File: config.mk
export PLATFORM = sky130hd
export DESIGN_NAME = stream_demux_1to4_flat
export DESIGN_NICKNAME = d
export VERILOG_FILES = /design/src/rtl/demux_pkg.sv /design/src/rtl/stream_demux_1to4_if.sv /design/src/rtl/demux_slot.sv /design/src/rtl/stream_demux_1to4.sv /design/src/flat_wrapper.sv
export SDC_FILE = /design/constraint.sdc
export NUM_CORES = 1
export LEC_CHECK = 0
export BUFFER_PORTS_ARGS = -buffer_cell sky130_fd_sc_hd__buf_2
export CAP_MARGIN = 0
export CORE_ASPECT_RATIO = 1.5
export CORE_UTILIZATION = 39
export CTS_CLUSTER_SIZE = 20
export DETAILED_ROUTE_END_ITERATION = 12
export PLACE_DENSITY = 0.76
export SKIP_CTS_REPAIR_TIMING = 1
export SLEW_MARGIN = 20
export SYNTH_ARGS = -nofsm -noshare
export SYNTH_HDL_FRONTEND = slang
export SYNTH_SLANG_ARGS = --single-unit
File: constraint.sdc
create_clock -name clk -period 1.32 [get_ports clk]
set_input_delay 0.264 -clock clk [delete_from_list [all_inputs] [get_ports clk]]
set_output_delay 0.264 -clock clk [all_outputs]
set_load 0.03 [all_outputs]
File: src/rtl/demux_pkg.sv
// Shared definitions for the 1-to-4 stream demultiplexer.
package demux_pkg;

    localparam int NUM_OUTS = 4;

    // Destination index for one of the NUM_OUTS outputs.
    typedef logic [1:0] sel_t;

    // Round-robin successor; the 2-bit width gives the 3 -> 0 wrap.
    function automatic sel_t next_sel(input sel_t cur);
        return sel_t'(cur + 2'd1);
    endfunction

endpackage

File: src/rtl/stream_demux_1to4_if.sv
// Bus bundle between the upstream/downstream environment and the demux.
interface stream_demux_1to4_if #(
    parameter int DATA_W = 8,
    parameter int CNT_W  = 8
);
    import demux_pkg::*;

    logic                             in_valid;
    logic [DATA_W-1:0]                in_data;
    sel_t                             in_sel;
    logic                             rr_mode;
    logic                             in_ready;
    logic [NUM_OUTS-1:0]              out_valid;
    logic [NUM_OUTS-1:0][DATA_W-1:0]  out_data;
    logic [NUM_OUTS-1:0]              out_ready;
    sel_t                             rr_ptr;
    logic [NUM_OUTS-1:0][CNT_W-1:0]   deliver_cnt;

    // Environment side: drives the upstream word and downstream acceptance.
    modport master (
        output in_valid, in_data, in_sel, rr_mode, out_ready,
        input  in_ready, out_valid, out_data, rr_ptr, deliver_cnt
    );

    // Demux side.
    modport slave (
        input  in_valid, in_data, in_sel, rr_mode, out_ready,
        output in_ready, out_valid, out_data, rr_ptr, deliver_cnt
    );

endinterface

File: src/rtl/demux_slot.sv
// One-entry output buffer with a wrapping delivery counter.
// A drain and a load in the same cycle keep the slot full with the new word.
module demux_slot #(
    parameter int DATA_W = 8,
    parameter int CNT_W  = 8
) (
    input  logic              clk,
    input  logic              reset_n,
    input  logic              load_i,
    input  logic [DATA_W-1:0] din_i,
    input  logic              ready_i,
    output logic              valid_o,
    output logic [DATA_W-1:0] data_o,
    output logic [CNT_W-1:0]  cnt_o
);

    logic              valid_q, valid_d;
    logic [DATA_W-1:0] data_q,  data_d;
    logic [CNT_W-1:0]  cnt_q,   cnt_d;

    // Next-state: drain first, then a load overrides the valid flag and data.
    always_comb begin
        valid_d = valid_q;
        data_d  = data_q;
        cnt_d   = cnt_q;
        if (valid_q && ready_i) begin
            valid_d = 1'b0;
            cnt_d   = cnt_q + {{(CNT_W-1){1'b0}}, 1'b1};
        end else begin
            cnt_d   = cnt_q;
        end
        if (load_i) begin
            valid_d = 1'b1;
            data_d  = din_i;
        end else begin
            data_d  = data_q;
        end
    end

    // Slot state register with synchronous active-low reset.
    always_ff @(posedge clk) begin
        if (!reset_n) begin
            valid_q <= 1'b0;
            data_q  <= {DATA_W{1'b0}};
            cnt_q   <= {CNT_W{1'b0}};
        end else begin
            valid_q <= valid_d;
            data_q  <= data_d;
            cnt_q   <= cnt_d;
        end
    end

    assign valid_o = valid_q;
    assign data_o  = data_q;
    assign cnt_o   = cnt_q;

endmodule

File: src/rtl/stream_demux_1to4.sv
// 1-to-4 stream demultiplexer: steers each accepted word to one of four
// one-entry output slots, chosen by in_sel or by a round-robin pointer.
// A blocked round-robin destination stalls input rather than skipping ahead.
module stream_demux_1to4
    import demux_pkg::*;
#(
    parameter int DATA_W = 8,
    parameter int CNT_W  = 8
) (
    input  logic                 clk,
    input  logic                 reset_n,
    stream_demux_1to4_if.slave   bus
);

    sel_t                rr_ptr_q, rr_ptr_d;
    sel_t                dest_s;
    logic                accept_s;
    logic [NUM_OUTS-1:0] load_s;

    // Destination select, readiness and per-slot load strobes.
    always_comb begin
        dest_s      = bus.rr_mode ? rr_ptr_q : bus.in_sel;
        bus.in_ready = ~bus.out_valid[dest_s] | bus.out_ready[dest_s];
        accept_s    = bus.in_valid & bus.in_ready;
        load_s      = {NUM_OUTS{1'b0}};
        if (accept_s) begin
            load_s[dest_s] = 1'b1;
        end else begin
            load_s = {NUM_OUTS{1'b0}};
        end
        if (accept_s && bus.rr_mode) begin
            rr_ptr_d = next_sel(rr_ptr_q);
        end else begin
            rr_ptr_d = rr_ptr_q;
        end
    end

    // Round-robin pointer register.
    always_ff @(posedge clk) begin
        if (!reset_n) begin
            rr_ptr_q <= 2'd0;
        end else begin
            rr_ptr_q <= rr_ptr_d;
        end
    end

    assign bus.rr_ptr = rr_ptr_q;

    for (genvar g = 0; g < NUM_OUTS; g++) begin : g_slot
        demux_slot #(
            .DATA_W (DATA_W),
            .CNT_W  (CNT_W)
        ) u_slot (
            .clk     (clk),
            .reset_n (reset_n),
            .load_i  (load_s[g]),
            .din_i   (bus.in_data),
            .ready_i (bus.out_ready[g]),
            .valid_o (bus.out_valid[g]),
            .data_o  (bus.out_data[g]),
            .cnt_o   (bus.deliver_cnt[g])
        );
    end

endmodule

File: src/flat_wrapper.sv
// flat-port wrapper written by rule: the top's interface ports become plain ports
module stream_demux_1to4_flat import demux_pkg::*;
#(
    parameter int DATA_W = 8,
    parameter int CNT_W  = 8
)
  (clk, reset_n, bus_in_valid, bus_in_data, bus_in_sel, bus_rr_mode, bus_out_ready, bus_in_ready, bus_out_valid, bus_out_data, bus_rr_ptr, bus_deliver_cnt);
  stream_demux_1to4_if #(.DATA_W(DATA_W), .CNT_W(CNT_W)) bus_i ();
  input  logic clk;
  input  logic reset_n;
  input wire logic [$bits(bus_i.in_valid)-1:0] bus_in_valid;
  input wire logic [$bits(bus_i.in_data)-1:0] bus_in_data;
  input wire logic [$bits(bus_i.in_sel)-1:0] bus_in_sel;
  input wire logic [$bits(bus_i.rr_mode)-1:0] bus_rr_mode;
  input wire logic [$bits(bus_i.out_ready)-1:0] bus_out_ready;
  output wire logic [$bits(bus_i.in_ready)-1:0] bus_in_ready;
  output wire logic [$bits(bus_i.out_valid)-1:0] bus_out_valid;
  output wire logic [$bits(bus_i.out_data)-1:0] bus_out_data;
  output wire logic [$bits(bus_i.rr_ptr)-1:0] bus_rr_ptr;
  output wire logic [$bits(bus_i.deliver_cnt)-1:0] bus_deliver_cnt;
  assign bus_i.in_valid = bus_in_valid;
  assign bus_i.in_data = bus_in_data;
  assign bus_i.in_sel = bus_in_sel;
  assign bus_i.rr_mode = bus_rr_mode;
  assign bus_i.out_ready = bus_out_ready;
  assign bus_in_ready = bus_i.in_ready;
  assign bus_out_valid = bus_i.out_valid;
  assign bus_out_data = bus_i.out_data;
  assign bus_rr_ptr = bus_i.rr_ptr;
  assign bus_deliver_cnt = bus_i.deliver_cnt;
  stream_demux_1to4 #(.DATA_W(DATA_W), .CNT_W(CNT_W)) u_core (.clk(clk), .reset_n(reset_n), .bus(bus_i));
endmodule
======== Word level (Yosys, flattened, before mapping) ========
Cells that the tools add are included.
word-level totals
  flip-flop bits (word level) ............. 70
  output and inout bits ................... 71
  logic and storage cells ................. 49
cells by class
  $add $sub $neg .......................... 5
  magnitude comparators ................... 2
  multiplexer cells ....................... 16
  bitwise gates (word level) .............. 3
  reduce and logical (&&, ||, !) cells .... 10
operator list
  operator                                                                              count
  8-bit by 1-bit adder with 8-bit output (second input constant)                        4
  1-bit 2-to-1 mux                                                                      11
  2-bit nonzero test                                                                    4
  1-bit logical AND                                                                     6
  1-bit binary-select mux with 2-bit select                                             2
  4-bit 2-to-1 mux                                                                      1
  2-bit by 3-bit < comparator with 1-bit output (second input constant)                 1
  2-bit by 1-bit adder with 2-bit output (second input constant)                        1
  1-bit demux with 2-bit select                                                         1
  2-bit by 1-bit greater-or-equal comparator with 1-bit output (second input constant)  1
  2-bit 2-to-1 mux                                                                      1
  1-bit bitwise AND                                                                     1
  1-bit inverter                                                                        1
  1-bit OR                                                                              1

======== Logic depth before layout (Yosys ltp) ========
  depth in word-level cells ............... 8
  mapped depth ............................ 6
  gate-level depth less buffers ........... 5

======== By module ========
A second synthesis with hierarchy kept.
second synthesis, totals
  cell total of the unflattened synthesis .. 309
  area total of the unflattened synthesis .. 2890.3 µm²
modules (own cells, without submodules)
  module             instances  cells each  area an instance (µm²)
  demux_slot         4          71          669.4
  stream_demux_1to4  1          25          212.7

======== Worst setup path after synthesis ========
Ideal clock, no wire load.
  kind .................................... register -> output
  start ................................... reg u_core.rr_ptr_q[1] (netlist: u_core.bus.rr_ptr[1])
  end ..................................... out bus_in_ready
  arrival ................................. 1.425 ns
  setup slack ............................. -0.369 ns
  cell stages (with the launch flop) ...... 4
  path buffers ............................ 0
  cells stage by stage .................... dfxtp_1 -> mux2_4 -> mux2i_1 -> mux2i_1
between the ends
  longest elaborated chain between the ends .. 5
  elaborated cells on any way between the ends .. 7
  those cells by class .................... mux: 5; bitwise: 2
RTL lines
  what                                       RTL line                 text
  from (decl)                                stream_demux_1to4.sv:15  sel_t rr_ptr_q, rr_ptr_d;
  from (signal assigned)                     stream_demux_1to4.sv:43  rr_ptr_q <= rr_ptr_d;
  2-bit 2-to-1 mux *                         stream_demux_1to4.sv:22  dest_s = bus.rr_mode ? rr_ptr_q : bus.in_sel;
  1-bit binary-select mux with 2-bit select  stream_demux_1to4.sv:23  bus.in_ready = ~bus.out_valid[dest_s] | bus.out_ready[dest_s];
  1-bit 2-to-1 mux (implied by the code)     stream_demux_1to4.sv:23
  1-bit inverter                             stream_demux_1to4.sv:23
  1-bit OR *                                 stream_demux_1to4.sv:23
  to (decl)                                  flat_wrapper.sv:16       output wire logic [$bits(bus_i.in_ready)-1:0] bus_in_ready;
Every way passes the cells marked *; elsewhere a longest branch is shown, timed or not. The select of a mux whose other input is x is not followed.

======== Final worst setup path ========
Ends and elaborated chain as after synthesis.

==> metrics.log <==
[metrics] placed instance count: 486
[metrics] Peak supply drop: 0.708 mV
[metrics] via count normalized by instance count: 4.81
[metrics] area enclosed by the die boundary: 0.00808 mm^2
[metrics] net count of the mapped netlist: 317
[metrics] average detailed-routed wire length per instance: 13.8 um
[metrics] switching part of the total: 0.240
[metrics] gp weighted congestion: 0.767
[metrics] Internal Power: 3.43 mW
[metrics] count of input and output buffers: 88
[metrics] final instance count without filler cells: 504
[metrics] endpoint kind of the worst setup timing path: output port
[metrics] final worst path period share: 1.32
[metrics] f_max: 575 MHz
[metrics] initial antenna violation count: 0
[metrics] layout cell share with drive strength beyond 1: 0.389
[metrics] Diodes inserted: 0
[metrics] Mean Syn Cell Area: 10.2 um^2
[metrics] net switching power: 1.08 mW
[metrics] starting utilization of the core area: 0.408
[metrics] chip height: 110 um
[metrics] P_leak: 1.99 nW
[metrics] violations in the final reports: negative setup slack
[metrics] fin nets: 422
[metrics] worst-path maximum fanout: 4
[metrics] Post-Place Cell Area: 0.00370 mm^2
[metrics] area of the mapped netlist: 0.00301 mm^2
[metrics] fraction of post-synthesis cell area in the top cell type by area: 0.466
[metrics] result of the run: finished, violations left
[metrics] number of sinks driven by the clock tree: 70
[metrics] worst reg2reg startpoint: u_core.bus.rr_ptr[1]
[metrics] DRC violation total after the first TritonRoute iteration: 83
[metrics] warning count from the yosys run: 0
[metrics] worst slew slack as a fraction of its limit: 0.805
[metrics] capture point of the critical path: bus_in_ready
[metrics] Fin. Hold Viols: 0
[metrics] GRT Total Usage: 0.175
[metrics] final non-filler cell area: 0.00407 mm^2
[metrics] number of H-tree levels: 3
[metrics] post-synthesis register bit count: 70
[metrics] vias post-DR: 2423
[metrics] Remaining DRCs: 0
[metrics] global-route wire length before repair: 10600 um
[metrics] data arrival time at the worst-slack endpoint: 1.48 ns
[metrics] HPWL after detailed placement: 4900 um
[metrics] share of total power in combinational logic: 0.114
[metrics] Clk Tree Root Cell: sky130_fd_sc_hd__clkbuf_8
[metrics] setup repair after global routing missed its margin: yes
[metrics] Layout fillers: 637
[metrics] Worst Tran Pin Value: 0.290 ns
[metrics] Skew-Pair Late Insertion Delay: 0.34 ns
[metrics] number of global-route vias before repair: 2315
[metrics] reg-to-reg slack, setup: -0.32 ns
[metrics] max capacitance violation total: 0
[metrics] start point of the critical path: u_core.bus.rr_ptr[1]
[metrics] count of cell types in the netlist: 29
[metrics] dominant cells by area after synthesis: sky130_fd_sc_hd__dfxtp_1, sky130_fd_sc_hd__mux2i_1, sky130_fd_sc_hd__nor2b_1
[metrics] Clock power frac: 0.399
[metrics] critical path type: reg -> out
[metrics] type of origin of the critical path: flop
[metrics] Final setup violation count: 14
[metrics] PnR worst setup slack: -0.420 ns
[metrics] core outline area: 0.00737 mm^2
[metrics] Required @ worst endpoint: 1.06 ns
[metrics] number of CTS-inserted buffers: 9
[metrics] die outline width: 73.7 um
[metrics] count of mapped cells out of synthesis: 295
[metrics] worst-case clock skew: 0.00498 ns
[metrics] FP Rows: 38
[metrics] share of total power in sequential cells: 0.487
[metrics] Total Wirelength: 6980 um
[metrics] portion of the post-synthesis area used by sequential elements: 0.466
[metrics] DR pass1 iterations: 4
[metrics] most area-hungry cell type in the Yosys netlist: sky130_fd_sc_hd__dfxtp_1
[metrics] Final Slew Violations: 0
[metrics] maximum number of pins on one net before global-route repair: 48
[metrics] clock tree from TritonCTS: done
[metrics] maximum clock insertion buffer count: 2
[metrics] PwrDens: 1110 mW/mm^2
[metrics] Reg2Reg Depth: 6
[metrics] area overhead of the layout relative to synthesis: 35.2%
[metrics] antenna-violating nets left: 0
[metrics] worst r2r dst: u_core.bus.rr_ptr[1]
[metrics] time the worst path needs with I/O delays and setup: 1.74 ns
[metrics] worst hold path class: in -> reg
[metrics] number of I/O pins: 89
[metrics] global route total overflow: 0
[metrics] Reg clk slew, reported paths: 0.07 ns
layout make-up:
type	instances	area, um^2	share of cell area
clock buffer	10	128	0.0313
clock inverter	5	75.1	0.0184
inverter	5	18.8	0.00461
multi-input combinational	202	1590	0.391
sequential	70	1420	0.349
tap	100	125	0.0307
timing repair buffer	112	712	0.175
layer usage:
layer	track usage	routed length, um	up-vias
li1	-	-	1204
met1	0.184	2730	1136
met2	0.321	3760	64
met3	0.0357	244	19
met4	0.0879	234	0
met5	0	0	-
worst max-delay path, stage by stage (launching register included):
cell and delay, ns:
sky130_fd_sc_hd__dfxtp_2 0.32, sky130_fd_sc_hd__mux2_4 0.31, sky130_fd_sc_hd__mux2i_4 0.22, sky130_fd_sc_hd__mux2i_4 0.15, sky130_fd_sc_hd__buf_6 0.15
through the flow:
step	worst slack, ns	setup TNS, ns	utilization	power [mW]	hold slack, ns
2_1_floorplan	-0.0921	-0.473	-	2.55	0.406
3_3_place_gp	-0.245	-4.36	0.503	2.71	0.468
3_5_place_dp	-0.284	-5.39	0.503	2.72	0.475
4_1_cts	-0.542	-1.86	0.530	4.53	0.213
5_1_grt	-0.471	-2.66	0.552	4.71	0.221
6_report	-0.420	-1.43	0.552	4.51	0.230
registers in the layout, summed over array words and instances (netlist names):
name / flops
u_core.g_slot.u_slot.valid_o: 4
u_core.g_slot.u_slot.data_o: 32
u_core.g_slot.u_slot.cnt_o: 32
u_core.bus.rr_ptr: 2
cell usage in the layout, fill, tap and decap left out, types with 4 or more instances in the layout:
cell	Yosys	routed
sky130_fd_sc_hd__xnor2_1	18	18
sky130_fd_sc_hd__mux2i_1	39	35
sky130_fd_sc_hd__xor2_1	6	6
sky130_fd_sc_hd__nand2_1	13	13
sky130_fd_sc_hd__nand4_1	14	14
sky130_fd_sc_hd__o21ai_0	5	4
sky130_fd_sc_hd__inv_1	5	5
sky130_fd_sc_hd__dfxtp_2	0	15
sky130_fd_sc_hd__nor2b_1	36	36
sky130_fd_sc_hd__clkbuf_8	0	9
sky130_fd_sc_hd__nand3_1	8	7
sky130_fd_sc_hd__a21boi_1	1	4
sky130_fd_sc_hd__and3_1	4	4
sky130_fd_sc_hd__a21boi_0	10	7
sky130_fd_sc_hd__dfxtp_1	70	55
sky130_fd_sc_hd__and2_1	24	22
sky130_fd_sc_hd__buf_12	0	4
sky130_fd_sc_hd__buf_4	4	18
sky130_fd_sc_hd__buf_2	1	83
sky130_fd_sc_hd__or3_1	5	5
sky130_fd_sc_hd__mux2i_4	0	4
Yosys cell counts:
library cell and instances:
sky130_fd_sc_hd__nor4_1 2, sky130_fd_sc_hd__nand3_1 8, sky130_fd_sc_hd__ha_1 4, sky130_fd_sc_hd__a21boi_0 10, sky130_fd_sc_hd__nor2b_1 36, sky130_fd_sc_hd__o41ai_1 1, sky130_fd_sc_hd__and3_1 4, sky130_fd_sc_hd__a21boi_1 1
sky130_fd_sc_hd__mux2_4 1, sky130_fd_sc_hd__mux2i_1 39, sky130_fd_sc_hd__and2_1 24, sky130_fd_sc_hd__dfxtp_1 70, sky130_fd_sc_hd__o21ai_0 5, sky130_fd_sc_hd__nand2_1 13, sky130_fd_sc_hd__buf_6 4, sky130_fd_sc_hd__nor3_1 2
sky130_fd_sc_hd__nor2_1 2, sky130_fd_sc_hd__buf_4 4, sky130_fd_sc_hd__or2b_2 2, sky130_fd_sc_hd__clkbuf_1 9, sky130_fd_sc_hd__o311ai_0 1, sky130_fd_sc_hd__inv_1 5, sky130_fd_sc_hd__or3_1 5, sky130_fd_sc_hd__xor2_1 6
sky130_fd_sc_hd__nand2b_1 3, sky130_fd_sc_hd__xnor2_1 18, sky130_fd_sc_hd__nand4_1 14, sky130_fd_sc_hd__mux2_2 1, sky130_fd_sc_hd__buf_2 1
worst min path at each step:
stage / end / cells after the start / startpoint
6_report: u_core.g_slot[0].u_slot.data_o[5] / 3 / bus_in_data[5]
5_1_grt: u_core.g_slot[3].u_slot.data_o[6] / 3 / bus_in_data[6]
4_1_cts: u_core.g_slot[0].u_slot.data_o[5] / 3 / bus_in_data[5]
3_5_place_dp: u_core.g_slot[2].u_slot.cnt_o[1] / 2 / u_core.g_slot[2].u_slot.cnt_o[1]
3_3_place_gp: u_core.g_slot[2].u_slot.cnt_o[1] / 2 / u_core.g_slot[2].u_slot.cnt_o[1]
2_1_floorplan: u_core.bus.rr_ptr[1] / 2 / reset_n
power groups by stage:
stage,Combinational [mW],Sequential [mW],Clock [mW]
after global routing,0.551,2.20,1.95
after detailed placement,0.474,2.24,0
after floorplan,0.218,2.33,0
after CTS,0.475,2.19,1.86
final,0.516,2.19,1.80
after global placement,0.466,2.24,0
kinds of logic (layout without fill, tap and decap cells):
group           count (synthesis)  after routing  synth area share
simple gates                  115            115             0.224
flops                          70             70             0.466
mux                            41             41             0.138
xor+xnor                       24             24            0.0698
buf+inv                        23            132            0.0441
compound gates                 18             18            0.0416
fa+ha+maj                       4              4            0.0166
Power figures use the tool's default switching activity.
